$ cat config.mk
export PLATFORM = sky130hd
export DESIGN_NAME = cla_seq_adder_flat
export DESIGN_NICKNAME = d
export VERILOG_FILES = /design/src/rtl/cla_seq_adder_pkg.sv /design/src/rtl/cla_seq_adder_if.sv /design/src/rtl/cla_seq_adder_cla4_slice.sv /design/src/rtl/cla_seq_adder.sv /design/src/flat_wrapper.sv
export SDC_FILE = /design/constraint.sdc
export NUM_CORES = 1
export LEC_CHECK = 0
export ABC_AREA = 1
export CORE_MARGIN = 2
export CORE_UTILIZATION = 46
export DETAILED_ROUTE_END_ITERATION = 10
export GPL_TIMING_DRIVEN = 0
export MAX_ROUTING_LAYER = met4
export PLACE_DENSITY = 0.86
export SKIP_CTS_REPAIR_TIMING = 1
export SYNTH_ARGS = -nofsm -noshare
export SYNTH_HDL_FRONTEND = slang
export SYNTH_SLANG_ARGS = --single-unit
$ cat constraint.sdc
create_clock -name clk -period 2.2 [get_ports clk]
set_clock_uncertainty 0.2 [all_clocks]
set_input_delay 0.66 -clock clk [delete_from_list [all_inputs] [get_ports clk]]
set_output_delay 0.66 -clock clk [all_outputs]
set_load 0.02 [all_outputs]
$ cat src/rtl/cla_seq_adder_pkg.sv
// Shared types and constants for the sequential carry-lookahead adder.
//   state_t  : controller states (IDLE, RUN, DONE), 2-bit encoding
//   SLICE_W  : width of the reused CLA slice (one digit)
//   idx_w()  : width of the digit index for a given digit count
package cla_seq_adder_pkg;

  typedef enum logic [1:0] {
    ST_IDLE = 2'd0,
    ST_RUN  = 2'd1,
    ST_DONE = 2'd2
  } state_t;

  localparam int SLICE_W = 4;

  // A one-digit index would be zero-width; WIDTH >= 8 keeps nslice >= 2.
  function automatic int idx_w(input int nslice);
    return (nslice > 1) ? $clog2(nslice) : 1;
  endfunction

endpackage

$ cat src/rtl/cla_seq_adder_if.sv
// Operand/result handshake bundle for cla_seq_adder.
//   in_*   : operand request (valid/ready) from the producer
//   out_*  : result (valid/ready) to the consumer
//   busy   : controller is in RUN or DONE
// modport slave  : the adder side
// modport master : the producer/consumer side
interface cla_seq_adder_if #(
  parameter int WIDTH = 16
);
  logic             in_valid;
  logic             in_ready;
  logic [WIDTH-1:0] in_a;
  logic [WIDTH-1:0] in_b;
  logic             in_carry;
  logic             in_sub;
  logic             out_valid;
  logic             out_ready;
  logic [WIDTH-1:0] out_sum;
  logic             out_carry;
  logic             out_overflow;
  logic             busy;

  modport slave (
    input  in_valid, in_a, in_b, in_carry, in_sub, out_ready,
    output in_ready, out_valid, out_sum, out_carry, out_overflow, busy
  );

  modport master (
    output in_valid, in_a, in_b, in_carry, in_sub, out_ready,
    input  in_ready, out_valid, out_sum, out_carry, out_overflow, busy
  );
endinterface

$ cat src/rtl/cla_seq_adder_cla4_slice.sv
// Combinational 4-bit carry-lookahead adder digit.
//   i_a, i_b : digit operands
//   i_cin    : carry in
//   o_sum    : digit sum
//   o_cout   : carry out
module cla4_slice (
  input  logic [3:0] i_a,
  input  logic [3:0] i_b,
  input  logic       i_cin,
  output logic [3:0] o_sum,
  output logic       o_cout
);
  logic [3:0] w_g;
  logic [3:0] w_p;
  logic [4:0] w_c;

  assign w_g = i_a & i_b;
  assign w_p = i_a ^ i_b;

  // Every carry is expanded directly from g/p and cin (no ripple).
  assign w_c[0] = i_cin;
  assign w_c[1] = w_g[0] | (w_p[0] & i_cin);
  assign w_c[2] = w_g[1] | (w_p[1] & w_g[0]) | (w_p[1] & w_p[0] & i_cin);
  assign w_c[3] = w_g[2] | (w_p[2] & w_g[1]) | (w_p[2] & w_p[1] & w_g[0])
                | (w_p[2] & w_p[1] & w_p[0] & i_cin);
  assign w_c[4] = w_g[3] | (w_p[3] & w_g[2]) | (w_p[3] & w_p[2] & w_g[1])
                | (w_p[3] & w_p[2] & w_p[1] & w_g[0])
                | (w_p[3] & w_p[2] & w_p[1] & w_p[0] & i_cin);

  assign o_sum  = w_p ^ w_c[3:0];
  assign o_cout = w_c[4];
endmodule

$ cat src/rtl/cla_seq_adder.sv
// Multi-precision add/subtract that reuses one 4-bit CLA slice over a
// WIDTH-bit operand pair, one digit per clock, LSB digit first.
//   clk, rst : clock, asynchronous active-high reset
//   bus      : operand/result handshake (cla_seq_adder_if.slave)
// Result is presented NSLICE edges after the accept edge and held until
// the consumer takes it; one IDLE cycle always follows a result.
module cla_seq_adder
  import cla_seq_adder_pkg::*;
#(
  parameter int WIDTH = 16
) (
  input  logic                clk,
  input  logic                rst,
  cla_seq_adder_if.slave      bus
);
  localparam int NSLICE = WIDTH / SLICE_W;
  localparam int IW     = idx_w(NSLICE);

  localparam logic [1:0] S_IDLE = ST_IDLE;
  localparam logic [1:0] S_RUN  = ST_RUN;
  localparam logic [1:0] S_DONE = ST_DONE;

  logic [1:0]       r_state;
  logic [IW-1:0]    r_idx;
  logic             r_cy;
  logic [WIDTH-1:0] r_a;
  logic [WIDTH-1:0] r_b;     // B_eff: already inverted for subtract
  logic [WIDTH-1:0] r_sum;
  logic             r_cout;
  logic             r_ovf;

  logic [SLICE_W-1:0] w_a_dig;
  logic [SLICE_W-1:0] w_b_dig;
  logic [SLICE_W-1:0] w_sum;
  logic               w_cout;
  logic               w_last;

  assign w_a_dig = r_a[{r_idx, 2'b00} +: SLICE_W];
  assign w_b_dig = r_b[{r_idx, 2'b00} +: SLICE_W];
  assign w_last  = (r_idx == IW'(NSLICE - 1));

  cla4_slice u_slice (
    .i_a    (w_a_dig),
    .i_b    (w_b_dig),
    .i_cin  (r_cy),
    .o_sum  (w_sum),
    .o_cout (w_cout)
  );

  // Subtract is A + ~B + ~bin, so the operation kind is fully encoded in
  // B_eff and the initial carry; nothing downstream needs a separate flag.
  always_ff @(posedge clk or posedge rst) begin
    if (rst) begin
      r_state <= S_IDLE;
      r_idx   <= '0;
      r_cy    <= 1'b0;
      r_a     <= '0;
      r_b     <= '0;
      r_sum   <= '0;
      r_cout  <= 1'b0;
      r_ovf   <= 1'b0;
    end else begin
      case (r_state)
        S_IDLE: begin
          if (bus.in_valid) begin
            r_a     <= bus.in_a;
            r_b     <= bus.in_sub ? ~bus.in_b : bus.in_b;
            r_cy    <= bus.in_sub ? ~bus.in_carry : bus.in_carry;
            r_idx   <= '0;
            r_state <= S_RUN;
          end
        end
        S_RUN: begin
          r_sum[{r_idx, 2'b00} +: SLICE_W] <= w_sum;
          r_cy  <= w_cout;
          r_idx <= r_idx + 1'b1;
          if (w_last) begin
            // Flags latched from the final digit as the result is presented.
            r_cout  <= w_cout;
            r_ovf   <= (r_a[WIDTH-1] == r_b[WIDTH-1]) & (w_sum[SLICE_W-1] != r_a[WIDTH-1]);
            r_state <= S_DONE;
          end
        end
        S_DONE: begin
          if (bus.out_ready) r_state <= S_IDLE;
        end
        default: r_state <= S_IDLE;
      endcase
    end
  end

  assign bus.in_ready     = (r_state == S_IDLE);
  assign bus.out_valid    = (r_state == S_DONE);
  assign bus.busy         = (r_state != S_IDLE);
  assign bus.out_sum      = r_sum;
  assign bus.out_carry    = r_cout;
  assign bus.out_overflow = r_ovf;
endmodule

$ cat src/flat_wrapper.sv
// flat-port wrapper written by rule: the top's interface ports become plain ports
module cla_seq_adder_flat import cla_seq_adder_pkg::*;
#(
  parameter int WIDTH = 16
)
  (clk, rst, bus_in_valid, bus_in_a, bus_in_b, bus_in_carry, bus_in_sub, bus_out_ready, bus_in_ready, bus_out_valid, bus_out_sum, bus_out_carry, bus_out_overflow, bus_busy);
  cla_seq_adder_if #(.WIDTH(WIDTH)) bus_i ();
  input  logic clk;
  input  logic rst;
  input wire logic [$bits(bus_i.in_valid)-1:0] bus_in_valid;
  input wire logic [$bits(bus_i.in_a)-1:0] bus_in_a;
  input wire logic [$bits(bus_i.in_b)-1:0] bus_in_b;
  input wire logic [$bits(bus_i.in_carry)-1:0] bus_in_carry;
  input wire logic [$bits(bus_i.in_sub)-1:0] bus_in_sub;
  input wire logic [$bits(bus_i.out_ready)-1:0] bus_out_ready;
  output wire logic [$bits(bus_i.in_ready)-1:0] bus_in_ready;
  output wire logic [$bits(bus_i.out_valid)-1:0] bus_out_valid;
  output wire logic [$bits(bus_i.out_sum)-1:0] bus_out_sum;
  output wire logic [$bits(bus_i.out_carry)-1:0] bus_out_carry;
  output wire logic [$bits(bus_i.out_overflow)-1:0] bus_out_overflow;
  output wire logic [$bits(bus_i.busy)-1:0] bus_busy;
  assign bus_i.in_valid = bus_in_valid;
  assign bus_i.in_a = bus_in_a;
  assign bus_i.in_b = bus_in_b;
  assign bus_i.in_carry = bus_in_carry;
  assign bus_i.in_sub = bus_in_sub;
  assign bus_i.out_ready = bus_out_ready;
  assign bus_in_ready = bus_i.in_ready;
  assign bus_out_valid = bus_i.out_valid;
  assign bus_out_sum = bus_i.out_sum;
  assign bus_out_carry = bus_i.out_carry;
  assign bus_out_overflow = bus_i.out_overflow;
  assign bus_busy = bus_i.busy;
  cla_seq_adder #(.WIDTH(WIDTH)) u_core (.clk(clk), .rst(rst), .bus(bus_i));
endmodule
==> results.cfg, run 1 <==
[worst_setup_path]
criticalPathCategory = reg -> reg
path_cells = buf_6 > clkinv_8 > clkbuf_16 > nor2_1 > o22ai_1 > ha_1 > buf_4 > nand4_1 > nand2_1 > nand2_2 > buf_4 > nand3_1 > o211ai_1 > inv_1
endpoint_kind = register
critPathRequiredTime_ns = 2.20
slowest_stage = dfrtp_1
start_kind = register
cp_max_fo = 7
critPathTopFamily = buffers and inverters
cp.arrival_ns = 2.49
critPathBufInv = 6
rr_endpoint = u_core.r_cy
cpPeakStageDelay_ns = 0.42
r2r_cells = 14
r2r-start = u_core.r_idx[0]
ff2ff_setup_slack_ns = -0.29
cpMostUsedCell = buf_4

[timing]
fin_crit_sh_pct = 113.2
tightest_slew_ns = 1.158
slew-limit-headroom_pct = 22.61
setup_slack_ns = -0.2903
setup_viol = 18
drv_slew = 0
hold_viol_final = 0
fin_crit_ns = 2.490
rsz0062_at_grt = yes
fmax_ghz = 0.4016

[place]
io_buffer_count = 57
place.gp.congestion = 0.8899
hpwl_mm = 4.891
dp_cells = 468

[logic_synthesis]
netlist_instances = 336
synthesis.area_um2 = 2898
yosysSeqAreaShare_pct = 47.50
ys_seq_elements = 55
avgSynthCellArea_um2 = 8.624
synth_cell_types = 33
yosysWarnings = 0
syn_nets = 386

[worst_hold_path]
hp-class = reg -> reg
whs_path_depth = 2
hold_end = u_core.bus.out_sum[13]
holdCritStartpoint = u_core.bus.out_sum[13]

[power_and_ir_drop]
power_leakage_nw = 1.859
ir_drop_v = 0.0008669
p_per_area_nw_per_um2 = 1714
p_total_mw = 6.820

[status]
status = finished with violations
violations = negative setup slack

[floorplanning]
die_area_um2 = 6951
start_util_pct = 48.37
die_x_um = 83.37
io_pins = 59
rows = 28
coreArea_um2 = 5991
die_h_um = 83.37

[detailed_routing]
num_vias = 2552
wl_mm = 6.960
avgViaCountPerCell = 5.198
top_layer = met4
wl_per_cell_um = 14.18
post-route-drc-count = 0
first_pass_iters = 4
wl_met1_mm = 2.916
dr_wl_met3_um = 315
first_iter_violations = 146
final_antenna_net_count = 0
wl_met2_mm = 3.602

[clock_tree]
cts_made_buffers = 5
htree_num_levels = 2
path_clk_slew_ns = 0.09
cts_tree = built
clk_latency_ns = 0.31
cts.sinks = 55
clk_path_buf_depth = 2
root_buffer = clkbuf_8

[global_route]
grt_pass1_vias = 2439
grt_antenna_before_repair = 0
grt_pass1_wl_mm = 10.96
overflow = 0
track_usage_pct = 19.93
grt_max_degree = 56

[cells_and_area]
antenna_cells = 0
num-fill-cells = 484
area_growth_pct = 37.31
fin_cells = 491
final_cell_mix = nand2_1 (97), dfrtp_1 (55), clkdlybuf4s50_1 (54), o21ai_0 (31)
layout_commonest_cell = nand2_1
layout-drive-gt1-share_pct = 20.19
final_nets = 465

[run]
drv_cap = 0
==> stage by stage <==
step	area, um^2	TNS [ns]	util, %	hold WS [ns]	setup WS (ns)
after CTS	3676	-6.974	61.36	0.2843	-0.5048
final	3979	-2.966	66.42	0.2881	-0.2903
after global routing	3979	-4.882	66.42	0.3235	-0.3960
after global placement	3595	-4.892	60.00	0.2568	-0.4317
after floorplan	2930	0	-	0.2436	0.001898
after detailed placement	3595	-5.746	60.00	0.2596	-0.4600
==> final cells by class <==
type                       count  area, um^2  share of cell area (%)
clock inverter                 1       5.005                  0.1258
multi-input combinational    245        1488                   37.39
buffer                        13       116.4                   2.925
timing repair inverter         1       5.005                  0.1258
inverter                      23       116.4                   2.925
sequential                    55        1376                   34.59
clock buffer                   7       76.32                   1.918
timing repair buffer          71       701.9                   17.64
tap                           75       93.84                   2.358
==> worst register-to-register path, cell delays in order (launching register included) <==
cell	delay [ns]
dfrtp_1	0.42
buf_6	0.18
clkinv_8	0.08
clkbuf_16	0.15
nor2_1	0.12
o22ai_1	0.11
ha_1	0.31
buf_4	0.16
nand4_1	0.11
nand2_1	0.08
nand2_2	0.13
buf_4	0.13
nand3_1	0.05
o211ai_1	0.08
inv_1	0.06
==> worst max path at each step <==
| stage | from | end | depth (start not counted) |
|---|---|---|---|
| 6_report | u_core.r_idx[0] | u_core.r_cy | 14 |
| 4_1_cts | u_core.r_idx[0] | u_core.bus.out_sum[15] | 14 |
| 2_1_floorplan | u_core.r_idx[0] | u_core.bus.out_sum[15] | 14 |
| 3_5_place_dp | u_core.r_idx[1] | u_core.bus.out_sum[15] | 14 |
| 3_3_place_gp | u_core.r_idx[1] | u_core.bus.out_sum[7] | 14 |
| 5_1_grt | u_core.r_idx[0] | u_core.r_cy | 14 |
==> flip-flops by register name, indices dropped and copies added, names as in the netlist <==
| signal | count |
|---|---|
| u_core.bus.out_sum | 16 |
| u_core.r_a | 16 |
| u_core.r_b | 16 |
| u_core.r_idx | 2 |
| u_core.r_state | 2 |
| u_core.bus.out_carry | 1 |
| u_core.bus.out_overflow | 1 |
| u_core.r_cy | 1 |
==> where the power goes <==
group | internal (mW) | total [mW] | switching (mW)
logic | 1.92 | 4.51 | 2.59
registers | 1.45 | 1.76 | 0.308
clock network | 0.225 | 0.551 | 0.326
==> per-layer routing <==
metal | vias up | track usage [%]
met3 | 14 | 3.380
met2 | 70 | 34.75
met4 | 0 | 5.663
li1 | 1238 | -
met1 | 1230 | 23.79
met5 | - | -
==> synthesized netlist by cell type (all sizes together) <==
cell / n / area (um^2)
fa: 1 / 20.02
o22ai: 8 / 50.05
nand2: 106 / 435.4
clkbuf: 2 / 7.510
nor3: 1 / 5.000
xnor2: 17 / 148.9
a21oi: 1 / 5.000
o211ai: 1 / 7.510
nor2: 28 / 137.6
o21ai: 49 / 256.5
nand3: 14 / 70.07
ha: 11 / 137.6
xor2: 2 / 17.52
or2: 1 / 6.260
inv: 23 / 96.35
o21a: 1 / 7.510
nand4: 2 / 27.53
dfrtp: 55 / 1376
buf: 11 / 70.06
o31ai: 2 / 15.01
==> cells by family after synthesis <==
| kind of cell | count (synthesis) | share of synthesized area, % |
|---|---|---|
| buffers and inverters | 36 | 6.002 |
| and+or+nand+nor | 152 | 23.53 |
| DFF | 55 | 47.50 |
| AOI/OAI and AO/OA | 62 | 11.79 |
| adders and majority gates | 12 | 5.440 |
| xor gates and xnor gates | 19 | 5.743 |
(Power assumes the default switching activity.)
==> run 2: changes to the inputs <==
Settings changed: SETUP_SLACK_MARGIN set to 0.5.
==> run 2 against run 1 <==
Net effect:
- register-to-register slack about the same
- design area up 11%
- first-iteration DRC count up 47%
- clock-buffer cell count down 1
- hold slack better by 0.0039 ns
- flip-flop and latch count unchanged
- via count up 7.8%
- wire length up 21%
- the flow still finishes with violations (negative setup slack)
- sequential share of layout area down 3.3 points
- non-clock buffer count up 10
- critical path depth unchanged
- global-route usage down 0.20 points
==> results.cfg, run 2 (synthesis results as in run 1) <==
[place]
hpwl_mm = 4.881
io_buffer_count = 57
dp_cells = 468
pre_cts_ws_ns = -0.2970
place.gp.congestion = 0.9049

[cells_and_area]
fin_cells = 501
antenna_cells = 0
final_nets = 476
fin_util_pct = 73.45
num-fill-cells = 396
layout-drive-gt1-share_pct = 36.38
layout_commonest_cell = nand2_1
final_cell_mix = nand2_1 (94), dfrtp_1 (53), clkdlybuf4s50_1 (35), o21ai_0 (31), buf_6 (26)
area_growth_pct = 51.86

[detailed_routing]
wl_per_cell_um = 16.83
first_pass_iters = 5
wl_mm = 8.434
avgViaCountPerCell = 5.493
final_antenna_net_count = 0
post-route-drc-count = 0
num_vias = 2752
first_iter_violations = 214

[timing]
hold_viol_final = 0
slew-limit-headroom_pct = 56.84
fin_crit_sh_pct = 112.7
drv_slew = 0
setup_viol = 18
fin_crit_ns = 2.479
setup_slack_ns = -0.2789
rsz0062_at_grt = yes
tightest_slew_ns = 0.6461
fmax_ghz = 0.4034
holdWs_ns = 0.2920

[floorplanning]
io_pins = 59
start_util_pct = 48.37
coreArea_um2 = 5991
die_area_um2 = 6951
die_x_um = 83.37
die_h_um = 83.37
rows = 28

[worst_hold_path]
hp-class = reg -> reg
holdCritStartpoint = u_core.r_a[6]

[clock_tree]
cts_made_buffers = 5
htree_num_levels = 2
cts.sinks = 55
root_buffer = clkbuf_8
cts_tree = built
path_clk_slew_ns = 0.10
clk_path_buf_depth = 2
clk_latency_ns = 0.31

[worst_setup_path]
crit_start = u_core.r_idx[1]
critPathRequiredTime_ns = 2.25
cp_max_fo = 11
endpoint_kind = register
criticalPathCategory = reg -> reg
cp.arrival_ns = 2.53
start_kind = register
r2r-start = u_core.r_idx[1]

[global_route]
grt_pass1_vias = 2383
overflow = 0
grt_pass1_wl_mm = 10.85
track_usage_pct = 19.73
grt_max_degree = 56
grt_antenna_before_repair = 0

[run]
drv_cap = 0

[status]
violations = negative setup slack
status = finished with violations
[run 2: critical path, stage by stage (launching register included)]
cell and delay [ns]:
dfrtp_1 0.45, buf_8 0.19, inv_6 0.13, o21ai_0 0.15
o22ai_2 0.18, ha_4 0.25, nand2_1 0.06, nand2_1 0.08
nor2_2 0.14, nand2_1 0.10, nand2_2 0.15, nand2_4 0.09
nor2_4 0.12, nand3_2 0.07, nand2_1 0.07
[run 2: path summary, 6_finish.rpt]
| path | endpoint | slack, ns | cells past startpoint |
|---|---|---|---|
| setup / recovery | u_core.bus.out_sum[7] | -0.28 | 14 |
| setup reg to reg | u_core.bus.out_sum[7] | -0.28 | 14 |
| max in group asynchronous | u_core.r_idx[0] | 0.67 | 2 |
| hold / removal | u_core.r_a[6] | 0.29 | 2 |
| hold reg to reg | u_core.r_a[6] | 0.29 | 2 |
| min in group asynchronous | u_core.r_a[10] | 0.73 | 2 |
[run 2: cell type report]
class                      count  area (um^2)  share of cell area, %
multi-input combinational    245         1738                  39.49
sequential                    55         1379                  31.33
timing repair buffer          81        825.8                  18.77
buffer                        13        142.6                  3.241
inverter                      23        117.6                  2.673
tap                           75        93.84                  2.132
clock buffer                   6        82.58                  1.877
timing repair inverter         2        16.27                 0.3696
clock inverter                 1        5.005                 0.1137
[run 2: per-stage QoR]
| step | area [um^2] | TNS, ns |
|---|---|---|
| 3_5_place_dp | 3672 | -2.785 |
| 6_report | 4400 | -2.898 |
| 4_1_cts | 3760 | -3.604 |
| 5_1_grt | 4400 | -4.048 |
| 2_1_floorplan | 3008 | 0 |
| 3_3_place_gp | 3672 | -1.981 |
[run 2: per-layer routing]
| metal | vias up | global-route usage, % | part of all wire [%] |
|---|---|---|---|
| met4 | 0 | 5.663 | 3.6 |
| li1 | 1266 | - | - |
| met5 | - | - | 0 |
| met1 | 1298 | 24.44 | 39 |
| met2 | 147 | 32.70 | 51 |
| met3 | 41 | 4.274 | 6.3 |
Power of run 2 is left out: the tool's default activity adds up to more than one toggle a clock period on the data nets, which glitch-free logic cannot reach.
==> run 3: changes to the inputs <==
Settings changed: ABC_CLOCK_PERIOD_IN_PS set to 2200.
==> results of run 3 <==
Final layout, timing and power as in run 2 (identical DEF).
Power of run 3 is left out for the same reason.
==> RTL change 1, RTL diff (config.mk and constraints of run 1) <==
`WIDTH` is set to 16 in 3 places; all go to 32.
--- a/src/rtl/cla_seq_adder_if.sv
+++ b/src/rtl/cla_seq_adder_if.sv
@@ -5,7 +5,7 @@
 // modport slave  : the adder side
 // modport master : the producer/consumer side
 interface cla_seq_adder_if #(
-  parameter int WIDTH = 16
+  parameter int WIDTH = 32
 );
   logic             in_valid;
   logic             in_ready;
--- a/src/rtl/cla_seq_adder.sv
+++ b/src/rtl/cla_seq_adder.sv
@@ -7,7 +7,7 @@
 module cla_seq_adder
   import cla_seq_adder_pkg::*;
 #(
-  parameter int WIDTH = 16
+  parameter int WIDTH = 32
 ) (
   input  logic                clk,
   input  logic                rst,
--- a/src/flat_wrapper.sv
+++ b/src/flat_wrapper.sv
@@ -1,7 +1,7 @@
 // flat-port wrapper written by rule: the top's interface ports become plain ports
 module cla_seq_adder_flat import cla_seq_adder_pkg::*;
 #(
-  parameter int WIDTH = 16
+  parameter int WIDTH = 32
 )
   (clk, rst, bus_in_valid, bus_in_a, bus_in_b, bus_in_carry, bus_in_sub, bus_out_ready, bus_in_ready, bus_out_valid, bus_out_sum, bus_out_carry, bus_out_overflow, bus_busy);
   cla_seq_adder_if #(.WIDTH(WIDTH)) bus_i ();
Interface: changed (resized bus_in_a, bus_in_b and bus_out_sum); port bits go from 59 to 107. The function was not compared with the original's and may differ.
==> RTL change 1 against run 1 <==
- the flow still finishes with violations (setup timing)
- total power up 100%
- maximum frequency down 0.23%
- synthesized area up 79%
- critical path depth unchanged
- worst setup slack worse by 0.0057 ns
- sequential cell count up 49
- critical endpoint is now u_core.bus.out_sum[11]$_DFFE_PP0P_
- final area up 84%
- routed wire length up 93%
==> RTL change 1: results (changes against run 1) <==
- Post-layout util: 66.9% (was 66.4%)
- Sequential cell area share: 35.6% (was 34.6%)
- Final WS setup: -0.296 ns (was -0.290 ns)
- CP arrival: 2.53 ns (was 2.49 ns)
- Fraction of area in multi-input gates: 33.9% (was 37.4%)
- Non-Clock Buffer Count: 148 (was 84)
- Inserted Clock Buffers: 9 (was 5)
- Inverter count: 46 (was 24)
- N_taps: 140 (was 75)
- GR Layer Usage met1: 26.8% (was 23.8%)
- DR pass1 iterations: 5 (was 4)
- CLK BUF: 11 (was 7)
- Worst Setup EP: u_core.bus.out_sum[11]$_DFFE_PP0P_ (was u_core.r_cy$_DFFE_PP0P_)
- H-tree lvl count: 3 (was 2)
- Wire per inst: 15.4 um (was 14.2 um)
- Final setup viols: 35 (was 18)
- NetSw: 0.00640 W (was 0.00323 W)
- GR Util met3: 3.17% (was 3.38%)
- Hold_ws: 0.275 ns (was 0.288 ns)
- Worst-case hold path end point: u_core.r_a[8]$_DFFE_PP0P_ (was u_core.bus.out_sum[13]$_DFFE_PP0P_)
- 1st-iter DRT viols: 349 (was 146)
- Global-route wire length before repair: 20.4 mm (was 11.0 mm)
- Lkg Pwr: 3.58 nW (was 1.86 nW)
- Biggest Area Class: registers (was multi-input combinational cells)
- GR met2 Demand/Resource: 37.8% (was 34.8%)
- Reg clk slew, reported paths: 0.07 ns (was 0.09 ns)
- Failing checks: setup timing (unchanged)
- Vias in the first global route: 4407 (was 2439)
- Layout cell share with drive strength beyond 1: 19.2% (was 20.2%)
- Maximum VDD drop: 1700 uV (was 867 uV)
- Post-DP HPWL: 9.49 mm (was 4.89 mm)
- Final setup TNS: -6.42 ns (was -2.97 ns)
- Status: complete, but fails checks (unchanged)
- Clk. pwr: 0.00174 W (was 0.000551 W)
- Internal power: 0.00757 W (was 0.00359 W)
- Wl on met1: 5.41 mm (was 2.92 mm)
- P_comb: 0.00883 W (was 0.00451 W)
-- RTL change 1: cell count changes in the layout (fill, tap and decap cells not counted), sizes merged, moves of 17 or more --
cell / change
xnor2: +17
clkdlybuf4s50: +28
a21oi: +30
dlymetal6s2s: +20
inv: +26
nand2: +82
dfrtp: +49
o21ai: +45
-- RTL change 1: critical path, cell delays in order (launching register included) --
cell and delay [ns]:
dfrtp_2 0.48, buf_8 0.16, buf_12 0.13, o21ai_1 0.13, o22ai_1 0.11, nand2_1 0.12
nand2_2 0.09, ha_4 0.31, nand2_1 0.06, inv_1 0.11, nand2_4 0.09, nand2_4 0.12
nand2_8 0.09, nand2_8 0.11, a21oi_2 0.06
-- RTL change 1: kinds of logic after synthesis --
logic type,count (synthesis),synth area share [%]
buffers and inverters,76,7.26
XOR/XNOR,35,6.05
AO/OA/AOI/OAI,137,14.3
flip-flops,104,50.2
adder cells (fa/ha/maj),10,2.56
AND/OR/NAND/NOR,239,19.7
==> RTL change 2, RTL diff (flow settings as in run 1) <==
Made on the original files. Make the reset (`rst`) synchronous in one clocked block. Comments in the files are not updated.
--- a/src/rtl/cla_seq_adder.sv
+++ b/src/rtl/cla_seq_adder.sv
@@ -49,7 +49,7 @@
 
   // Subtract is A + ~B + ~bin, so the operation kind is fully encoded in
   // B_eff and the initial carry; nothing downstream needs a separate flag.
-  always_ff @(posedge clk or posedge rst) begin
+  always_ff @(posedge clk) begin
     if (rst) begin
       r_state <= S_IDLE;
       r_idx   <= '0;
Behaviour: differs if rst is asserted again (counterexample within 4 cycles, from zero or initial values and one cycle with rst high); with rst held inactive, the same outputs for 10 cycles.
==> RTL change 2 against run 1 <==
- the flow still finishes with violations (setup timing)
- utilization rose by 3.2 points
- synthesized area fell by 6.9%
- routed wire length rose by 20%
- final area fell by 2.4%
- sequential cell count did not move
- worst setup slack improved by 0.022 ns
- via count rose by 12%
Power is not compared: it rests on default switching activity, and its combinational part moved more than twofold at a synthesized area within 25%.
==> RTL change 2: results (changes against run 1) <==
- Hold path start: u_core.bus.out_sum[11]$_SDFFE_PP0P_ (was u_core.bus.out_sum[13]$_DFFE_PP0P_)
- Wl on met1: 3.06 mm (was 2.92 mm)
- Post-Synth Adder-Cell Area: 5.38% (was 5.44%)
- Ys flop type: dfxtp_1 (was dfrtp_1)
- Fin cells: 503 (was 491)
- Final setup viols: 14 (was 18)
- Ranking of synthesized cells by area: dfxtp_1, nor2_1, o21ai_0, xnor2_1, nand2_1 (was dfrtp_1, nand2_1, o21ai_0, xnor2_1, ha_1)
- Post-DP HPWL: 4.80 mm (was 4.89 mm)
- Post-Route WL: 8.36 mm (was 6.96 mm)
- Post-Place Cell Area: 0.00335 mm2 (was 0.00359 mm2)
- Failing checks: setup timing (unchanged)
- DR pass1 iterations: 5 (was 4)
- CP arrival: 2.51 ns (was 2.49 ns)
- Largest net degree at the start of global routing: 17 (was 56)
- Xor/xnor share of the synthesized area: 5.84% (was 5.74%)
- Seq/Total Area, Yosys: 40.8% (was 47.5%)
- Asr flop ratio synth: 0% (was 100%)
- Status: complete, but fails checks (unchanged)
- GR Util met3: 4.38% (was 3.38%)
- Total GRT Usage: 21.3% (was 19.9%)
- CP max stage cell: dfxtp_4 (was dfrtp_1)
- Worst-case hold path end point: u_core.bus.out_sum[11]$_SDFFE_PP0P_ (was u_core.bus.out_sum[13]$_DFFE_PP0P_)
- Compound-Gate Fraction of Synth Area: 18.2% (was 11.8%)
- Met2 routed WL: 4.21 mm (was 3.60 mm)
- Final WS setup: -0.268 ns (was -0.290 ns)
- Final setup TNS: -1.90 ns (was -2.97 ns)
==> RTL change 2: changes by cell type after synthesis, moves of 6 or more <==
cell / run 1 / this run
dfrtp_1: 55 / 0
nand2_1: 99 / 38
clkbuf_1: 2 / 8
a21oi_1: 1 / 18
dfxtp_1: 0 / 55
nor2_1: 23 / 76
o21ai_0: 43 / 35
a211oi_1: 0 / 15
==> RTL change 2: area by class of cell <==
class	instances	area (um2)
timing repair inverter	1	7.51
sequential	55	1110
clock buffer	6	72.6
timing repair buffer	75	737
clock inverter	2	12.5
inverter	20	83.8
fill	402	1690
multi-input combinational	252	1610
buffer	20	156
tap	72	90.1
==> RTL change 2: worst min-delay path, delay by kind of cell, from the launching register on <==
kind / cells / cell delay (ns)
flops: 1 / 0.32
simple gates: 1 / 0.06
compound gates: 1 / 0.05
